--- src/rtl/mips_pkg.sv ---
// Shared types for the MIPS MEM stage: handshake FSM states and the MEM/WB bundle.
// No logic; the bubble constant is what W registers take on stall, squash or abort.
// Stores are carried with reg_write already forced low.
package mips_pkg;

  typedef enum logic {
    ST_IDLE = 1'b0,
    ST_WAIT = 1'b1
  } hs_state_t;

  typedef struct packed {
    logic        reg_write;
    logic        mem_to_reg;
    logic [31:0] read_data;
    logic [31:0] alu_out;
    logic [4:0]  write_reg;
  } memwb_t;

  localparam memwb_t MEMWB_BUBBLE = '0;

  localparam int CNT_W = 8;

endpackage

--- src/rtl/dmem_handshake.sv ---
// Data-memory req/ready handshake with an internal request latch and a timeout counter.
// Request is combinational from the M inputs in IDLE; from the latched copy in WAIT.
// stall is high while an access is outstanding. The access is aborted after TIMEOUT_CYCLES in WAIT.
module dmem_handshake
  import mips_pkg::*;
#(
  parameter int TIMEOUT_CYCLES = 255,
  parameter int ADDR_W         = 32
) (
  input  logic              clk,
  input  logic              rst,
  input  logic              start,
  input  logic              we_in,
  input  logic [31:0]       addr_in,
  input  logic [31:0]       wdata_in,
  input  logic              reg_write_in,
  input  logic              mem_to_reg_in,
  input  logic [4:0]        write_reg_in,
  output logic              dmem_req,
  output logic              dmem_we,
  output logic [ADDR_W-1:0] dmem_addr,
  output logic [31:0]       dmem_wdata,
  input  logic              dmem_ready,
  output logic              done,
  output logic              stall,
  output logic              timeout,
  output logic              in_wait,
  output logic              lat_reg_write,
  output logic              lat_mem_to_reg,
  output logic [4:0]        lat_write_reg,
  output logic [31:0]       lat_addr
);

  hs_state_t        state, state_nxt;
  logic [CNT_W-1:0] cnt, cnt_nxt;
  logic             load_lat;
  logic             lat_we;
  logic [31:0]      lat_wdata;

  assign in_wait = (state == ST_WAIT);

  // State and timeout counter registers.
  always_ff @(posedge clk or posedge rst) begin
    if (rst) begin
      state <= ST_IDLE;
      cnt   <= '0;
    end else begin
      state <= state_nxt;
      cnt   <= cnt_nxt;
    end
  end

  // Capture the request when it first stalls; WAIT relies only on this copy.
  always_ff @(posedge clk or posedge rst) begin
    if (rst) begin
      lat_we         <= 1'b0;
      lat_addr       <= '0;
      lat_wdata      <= '0;
      lat_reg_write  <= 1'b0;
      lat_mem_to_reg <= 1'b0;
      lat_write_reg  <= '0;
    end else if (load_lat) begin
      lat_we         <= we_in;
      lat_addr       <= addr_in;
      lat_wdata      <= wdata_in;
      lat_reg_write  <= reg_write_in;
      lat_mem_to_reg <= mem_to_reg_in;
      lat_write_reg  <= write_reg_in;
    end
  end

  // Next state and handshake outputs; everything is forced quiet while reset is high.
  always_comb begin
    state_nxt  = state;
    cnt_nxt    = cnt;
    load_lat   = 1'b0;
    dmem_req   = 1'b0;
    dmem_we    = 1'b0;
    dmem_addr  = addr_in[ADDR_W-1:0];
    dmem_wdata = wdata_in;
    done       = 1'b0;
    stall      = 1'b0;
    timeout    = 1'b0;
    if (!rst) begin
      case (state)
        ST_IDLE: begin
          if (start) begin
            dmem_req = 1'b1;
            dmem_we  = we_in;
            if (dmem_ready) begin
              done = 1'b1;
            end else begin
              stall     = 1'b1;
              load_lat  = 1'b1;
              cnt_nxt   = CNT_W'(1);
              state_nxt = ST_WAIT;
            end
          end
        end
        ST_WAIT: begin
          dmem_req   = 1'b1;
          dmem_we    = lat_we;
          dmem_addr  = lat_addr[ADDR_W-1:0];
          dmem_wdata = lat_wdata;
          if (dmem_ready) begin
            done      = 1'b1;
            cnt_nxt   = '0;
            state_nxt = ST_IDLE;
          end else if (cnt == CNT_W'(TIMEOUT_CYCLES)) begin
            timeout   = 1'b1;
            cnt_nxt   = '0;
            state_nxt = ST_IDLE;
          end else begin
            stall   = 1'b1;
            cnt_nxt = cnt + CNT_W'(1);
          end
        end
        default: state_nxt = ST_IDLE;
      endcase
    end
  end

endmodule

--- src/rtl/memory_stage.sv ---
// MIPS MEM stage: alignment check, data-memory handshake and MEM/WB pipeline registers.
// Zero extra cycles on zero-wait memory; one stall cycle per cycle the memory withholds ready.
// StallM freezes upstream; W takes a bubble on stall, misalignment or timeout.
module memory_stage
  import mips_pkg::*;
#(
  parameter int TIMEOUT_CYCLES = 255,
  parameter int ADDR_W         = 32
) (
  input  logic              clk,
  input  logic              rst,
  input  logic              RegWriteM,
  input  logic              MemtoRegM,
  input  logic              MemWriteM,
  input  logic [31:0]       ALUOutM,
  input  logic [31:0]       WriteDataM,
  input  logic [4:0]        WriteRegM,
  output logic              dmem_req,
  output logic              dmem_we,
  output logic [ADDR_W-1:0] dmem_addr,
  output logic [31:0]       dmem_wdata,
  input  logic              dmem_ready,
  input  logic [31:0]       dmem_rdata,
  output logic              StallM,
  output logic              RegWriteW,
  output logic              MemtoRegW,
  output logic [31:0]       ReadDataW,
  output logic [31:0]       ALUOutW,
  output logic [4:0]        WriteRegW,
  output logic              AddrErrW,
  output logic              BusErrW
);

  logic        acc, mis, start, reg_write_m;
  logic        done, stall, timeout, in_wait;
  logic        lat_reg_write, lat_mem_to_reg;
  logic [4:0]  lat_write_reg;
  logic [31:0] lat_addr;
  memwb_t      w_q, w_nxt;
  logic        addr_err_nxt, bus_err_nxt;

  assign acc         = MemtoRegM | MemWriteM;
  assign mis         = acc & (ALUOutM[1:0] != 2'b00);
  assign start       = acc & ~mis;
  assign reg_write_m = RegWriteM & ~MemWriteM;

  dmem_handshake #(
    .TIMEOUT_CYCLES(TIMEOUT_CYCLES),
    .ADDR_W        (ADDR_W)
  ) u_hs (
    .clk           (clk),
    .rst           (rst),
    .start         (start),
    .we_in         (MemWriteM),
    .addr_in       (ALUOutM),
    .wdata_in      (WriteDataM),
    .reg_write_in  (reg_write_m),
    .mem_to_reg_in (MemtoRegM),
    .write_reg_in  (WriteRegM),
    .dmem_req      (dmem_req),
    .dmem_we       (dmem_we),
    .dmem_addr     (dmem_addr),
    .dmem_wdata    (dmem_wdata),
    .dmem_ready    (dmem_ready),
    .done          (done),
    .stall         (stall),
    .timeout       (timeout),
    .in_wait       (in_wait),
    .lat_reg_write (lat_reg_write),
    .lat_mem_to_reg(lat_mem_to_reg),
    .lat_write_reg (lat_write_reg),
    .lat_addr      (lat_addr)
  );

  assign StallM = stall;

  // Choose what MEM/WB takes this cycle: completed access, pass-through, or bubble.
  always_comb begin
    w_nxt        = MEMWB_BUBBLE;
    addr_err_nxt = 1'b0;
    bus_err_nxt  = 1'b0;
    if (in_wait) begin
      bus_err_nxt = timeout;
      if (done) begin
        w_nxt.reg_write  = lat_reg_write;
        w_nxt.mem_to_reg = lat_mem_to_reg;
        w_nxt.read_data  = lat_mem_to_reg ? dmem_rdata : 32'd0;
        w_nxt.alu_out    = lat_addr;
        w_nxt.write_reg  = lat_write_reg;
      end
    end else if (mis) begin
      addr_err_nxt = 1'b1;
    end else if (!acc || done) begin
      w_nxt.reg_write  = reg_write_m;
      w_nxt.mem_to_reg = MemtoRegM;
      w_nxt.read_data  = MemtoRegM ? dmem_rdata : 32'd0;
      w_nxt.alu_out    = ALUOutM;
      w_nxt.write_reg  = WriteRegM;
    end
  end

  // MEM/WB pipeline registers and one-cycle error pulses.
  always_ff @(posedge clk or posedge rst) begin
    if (rst) begin
      w_q      <= MEMWB_BUBBLE;
      AddrErrW <= 1'b0;
      BusErrW  <= 1'b0;
    end else begin
      w_q      <= w_nxt;
      AddrErrW <= addr_err_nxt;
      BusErrW  <= bus_err_nxt;
    end
  end

  assign RegWriteW = w_q.reg_write;
  assign MemtoRegW = w_q.mem_to_reg;
  assign ReadDataW = w_q.read_data;
  assign ALUOutW   = w_q.alu_out;
  assign WriteRegW = w_q.write_reg;

endmodule

--- config.mk ---
export PLATFORM = sky130hd
export DESIGN_NAME = memory_stage
export DESIGN_NICKNAME = d
export VERILOG_FILES = /design/src/rtl/mips_pkg.sv /design/src/rtl/dmem_handshake.sv /design/src/rtl/memory_stage.sv
export SDC_FILE = /design/constraint.sdc
export NUM_CORES = 1
export LEC_CHECK = 0
export ABC_AREA = 0
export BUFFER_PORTS_ARGS = -buffer_cell sky130_fd_sc_hd__buf_4
export CAP_MARGIN = 20
export CORE_AREA = 2 2 86 171
export DETAILED_ROUTE_END_ITERATION = 10
export DIE_AREA = 0 0 88 173
export PLACE_DENSITY = 0.82
export SLEW_MARGIN = 20
export SYNTH_ARGS = -nofsm -noshare
export SYNTH_HDL_FRONTEND = slang
export SYNTH_SLANG_ARGS = --single-unit
export TNS_END_PERCENT = 30
--- constraint.sdc ---
create_clock -name clk -period 8.35 [get_ports clk]
set_input_delay 1.67 -clock clk [delete_from_list [all_inputs] [get_ports clk]]
set_output_delay 1.67 -clock clk [all_outputs]
set_load 0.05 [all_outputs]
# After elaboration in Yosys (flattened, before gate mapping)

Index checks and enable logic that the tools add are counted.

Register bits: 154
Bits in latches: 0
Bits in writable memories: 0
ROM bits: 0
Bits of input ports: 107
Output and inout port bits: 140
Memories kept: 0

Add/sub/neg operators: 1
Multiply operators: 0
Div/mod/pow operators: 0
$lt $le $gt $ge: 0
Equal/unequal tests: 3
Shifts and indexed selects: 0
Muxes and demuxes: 39
Bitwise gates (word level): 8
Reductions and logical operators: 4

Operators with widths:

| cell                                        | number |
|---|---|
| 2-to-1 mux 71 bit                           | 4 |
| 2-to-1 mux 32 bit                           | 6 |
| 2-to-1 mux 8 bit                            | 4 |
| 2-to-1 mux 1 bit                            | 20 |
| one-hot mux 8 bit (2 select lines)          | 1 |
| adder 8 x 1 -> 8 bit, second input constant | 1 |
| == test 8 bit, second input constant        | 1 |
| one-hot mux 1 bit (2 select lines)          | 4 |
| != test 2 bit, second input constant        | 2 |
| NOT 1 bit                                   | 4 |
| bitwise AND 1 bit                           | 3 |
| AND reduction 3 bit                         | 1 |
| nonzero test 2 bit                          | 1 |
| zero test 1 bit                             | 1 |
| logical OR 1 bit                            | 1 |
| OR 1 bit                                    | 1 |

# Depth between registers and ports, before layout

Word-level depth: 11
Depth in mapped cells: 6
Depth with buffers taken out: 5

# Cells and area by module

A second synthesis with hierarchy kept.

Cells, all modules: 615
Area total of the unflattened synthesis: 7,953.9 sq um

By module, submodules not included:

| module         | instances | cells an instance | area each (sq um) |
|---|---|---|---|
| dmem_handshake | 1         | 285               | 4,346.7 |
| memory_stage   | 1         | 330               | 3,607.2 |

# Worst setup path before layout

No wires, ideal clock.

Path kind: input port to output port
Start point: in rst
End point: out StallM
Arrival: 6,440 ps
Path slack: 240 ps
Stages on the path: 6
Buffers on the path: 2
Cells stage by stage: inv_1 and3_4 and2_4 buf_12 buf_8 a21o_1

Word-level cells in the longest chain between the ends: 1

RTL lines:

| element          | line                 | text |
|---|---|---|
| start, declared  | memory_stage.sv:11   | `input logic rst,` |
| 2-to-1 mux 1 bit | dmem_handshake.sv:84 | `if (!rst) begin` |
| end, declared    | memory_stage.sv:24   | `output logic StallM,` |

Every way passes these cells.

# Worst setup path in the final report

Start point: in rst
End point: out dmem_addr[21]

Word-level cells in the longest chain between the ends: 1

RTL lines:

| element           | line                 | text |
|---|---|---|
| 2-to-1 mux 32 bit | dmem_handshake.sv:84 |  |
| end, declared     | memory_stage.sv:20   | `output logic [ADDR_W-1:0] dmem_addr,` |

Every way passes these cells.

==> reports/metrics.cfg <==
[final_layout]
fin_nets=937
mostFrequentLayoutCells=253 x buf_4, 196 x nand2_1, 154 x dfrtp_1
layout_commonest_cell=buf_4
syn2layout_area_growth_pct=36.0
drive_gt1_share_pct=43.3
diodes=0
multi_input_area_mm2=0.00272
ff_latch_area_mm2=0.00385
nFillCells=1065

[timing]
slew_headroom_pct=35.2
fmax_mhz=179
worstMarginPinSlew_ps=972
final.setup.tns_ps=0
drv_slew=0
hold_viol=0
period_needed_ps=5570
setup_viol=0
fin_crit_sh_pct=66.8
rsz0062_at_grt=false
skew_ps=7.53

[global_route]
grt_pass1_wl_mm=28.0
grt_pass1_vias=5445
grt_overflow=0
grt_antenna_before_repair=0
grt_max_degree=111
grt_usage_pct=23.8

[logic_synthesis]
netlist_instances=591
synthFlopType=dfrtp_1
yosysWarnings=0
synth_fp_nets=699
async_flop_share_pct=100
synth.avg_cell_area_um2=11.6
yosysTopAreaCellShare_pct=56.5
synth_edf_count=0
synthTopCellsByArea=dfrtp_1 56%, mux2_4 15%, nand2_1 11%
synth_area_mm2=0.00683
yosysTopAreaCell=dfrtp_1
yosysSeqAreaShare_pct=56.5
ys_types=38
ys_ff_latch=154

[clock_tree]
cts.repair.resized=0
cts_root_buf=clkbuf_16
cts_buffers=17
cts_hold_buf=0
clock_sinks=154
clockBufferDepth=2
clkTransAtPathRegs_ps=60
ctsHtreeMaxLevel=4
tritoncts=done
clk_latency_ps=410
post_cts_buffers=0

[setup_path]
start_kind=input pin
critical_path.slowest_cell=inv_6
cp_common_cell=buf_4
crit_path_max_incr_delay_ps=630
critPathBufInv=4
critPathKind=in2out
worstSetupEndpointType=output pin
crit_path_max_fanout=110
cp_data_arrival_time_ps=3900
path_delay_family=buffers and inverters
path_cells=buf_4, inv_6, nand2_2, buf_4, nand2_1, nand2_1, buf_4
required_ps=6680

[route]
routed_wl_mm=17.5
drc=0
vias=5237
wl_per_cell_um=17.0
antenna_left=0
first_pass_iters=4
vias_per_cell=5.08
drtIter0Drc=256

[floorplan]
initial_core_util_pct=49.4
die_x_um=88
coreArea_mm2=0.0138
io_pins=247
dieArea_mm2=0.0152
core.rowCount=61
die_y_um=173

[run]
drv_cap=0

[outcome]
status=finished, final reports clean

[hold_path]
hp-class=reg2reg

[placed_design]
hpwl_mm=12.3
gp_congestion=0.837
port_buffers=246

[power]
ir_drop_mv=0.164
total_power_mw=2.88
p_leak_nw=4.93
power.density_mw_per_mm2=311

## metal layers
layer | global-route usage (%) | vias to the layer above | share of wire, %
met3 | 4.01 | 50 | 4.2
met1 | 27.5 | 2556 | 36
met4 | 11.4 | 0 | 4.0
li1 | - | 2444 | -
met2 | 41.5 | 187 | 55
met5 | 0 | - | 0
## power by group
| part | internal (mW) | switching (mW) | leakage, nW |
|---|---|---|---|
| Sequential | 0.935 | 0.127 | 2.00 |
| Combinational | 0.435 | 0.662 | 2.66 |
| Clock | 0.391 | 0.333 | 0.271 |
## worst register-to-register path: cells and delay by family (launching register included)
family                 cells  cell delay [ps]
buffers and inverters      2              930
DFF                        1              510
and+or+nand+nor            1              540
muxes                      1              400
## cell type report
| cell class | instances | area share [%] |
|---|---|---|
| Inverter | 3 | 0.175 |
| Timing Repair Buffer | 253 | 20.5 |
| Clock buffer | 17 | 4.58 |
| Clock inverter | 15 | 1.39 |
| Multi-Input combinational cell | 400 | 29.3 |
| Sequential cell | 154 | 41.5 |
| Tap cell | 189 | 2.55 |
## through the flow
stage | instance area, µm² | utilization (%) | setup slack (ps) | std cells | hold slack [ps]
2_1_floorplan | 6830 | - | 240 | 591 | 459
3_5_place_dp | 8730 | 63.2 | 2640 | 999 | 489
6_report | 9280 | 67.2 | 2780 | 1031 | 502
5_1_grt | 9280 | 67.2 | 2400 | 1031 | 525
4_1_cts | 9280 | 67.2 | 2640 | 1031 | 502
3_3_place_gp | 8730 | 63.2 | 2660 | 999 | 478
## cells by family (layout without fill, tap and decap cells)
logic type | count (synthesis) | count (layout) | synth area share [%]
mux | 71 | 71 | 15.4
flops | 154 | 154 | 56.5
buf+inv | 37 | 288 | 3.94
simple gates | 265 | 265 | 17.0
fa+ha+maj | 1 | 1 | 0.183
compound gates | 63 | 63 | 7.06
## synthesized netlist by cell type (4+ instances only)
| library cell | count |
|---|---|
| buf_2 | 4 |
| a21oi_1 | 11 |
| buf_12 | 7 |
| nor2b_1 | 4 |
| nor3_1 | 4 |
| nand2_1 | 197 |
| buf_1 | 6 |
| nor2_1 | 8 |
| a22o_1 | 38 |
| mux2_4 | 67 |
| and2_1 | 34 |
| dfrtp_1 | 154 |
| clkbuf_1 | 16 |
| o21ai_0 | 5 |
## path summary, 6_finish.rpt
path	slack, ps	to	from	cells past startpoint
worst max register to register	5850	u_hs.lat_addr[14]	u_hs.in_wait	4
worst min-delay path	500	WriteRegW[4]	u_hs.lat_write_reg[4]	1
worst max-delay path	2780	dmem_addr[21]	rst	7
max in group asynchronous	5680	u_hs.lat_wdata[15]	rst	3
min in group asynchronous	1490	u_hs.lat_mem_to_reg	rst	2
worst min register to register	500	WriteRegW[4]	u_hs.lat_write_reg[4]	1
No activity file was read; power rests on OpenSTA's default activity.
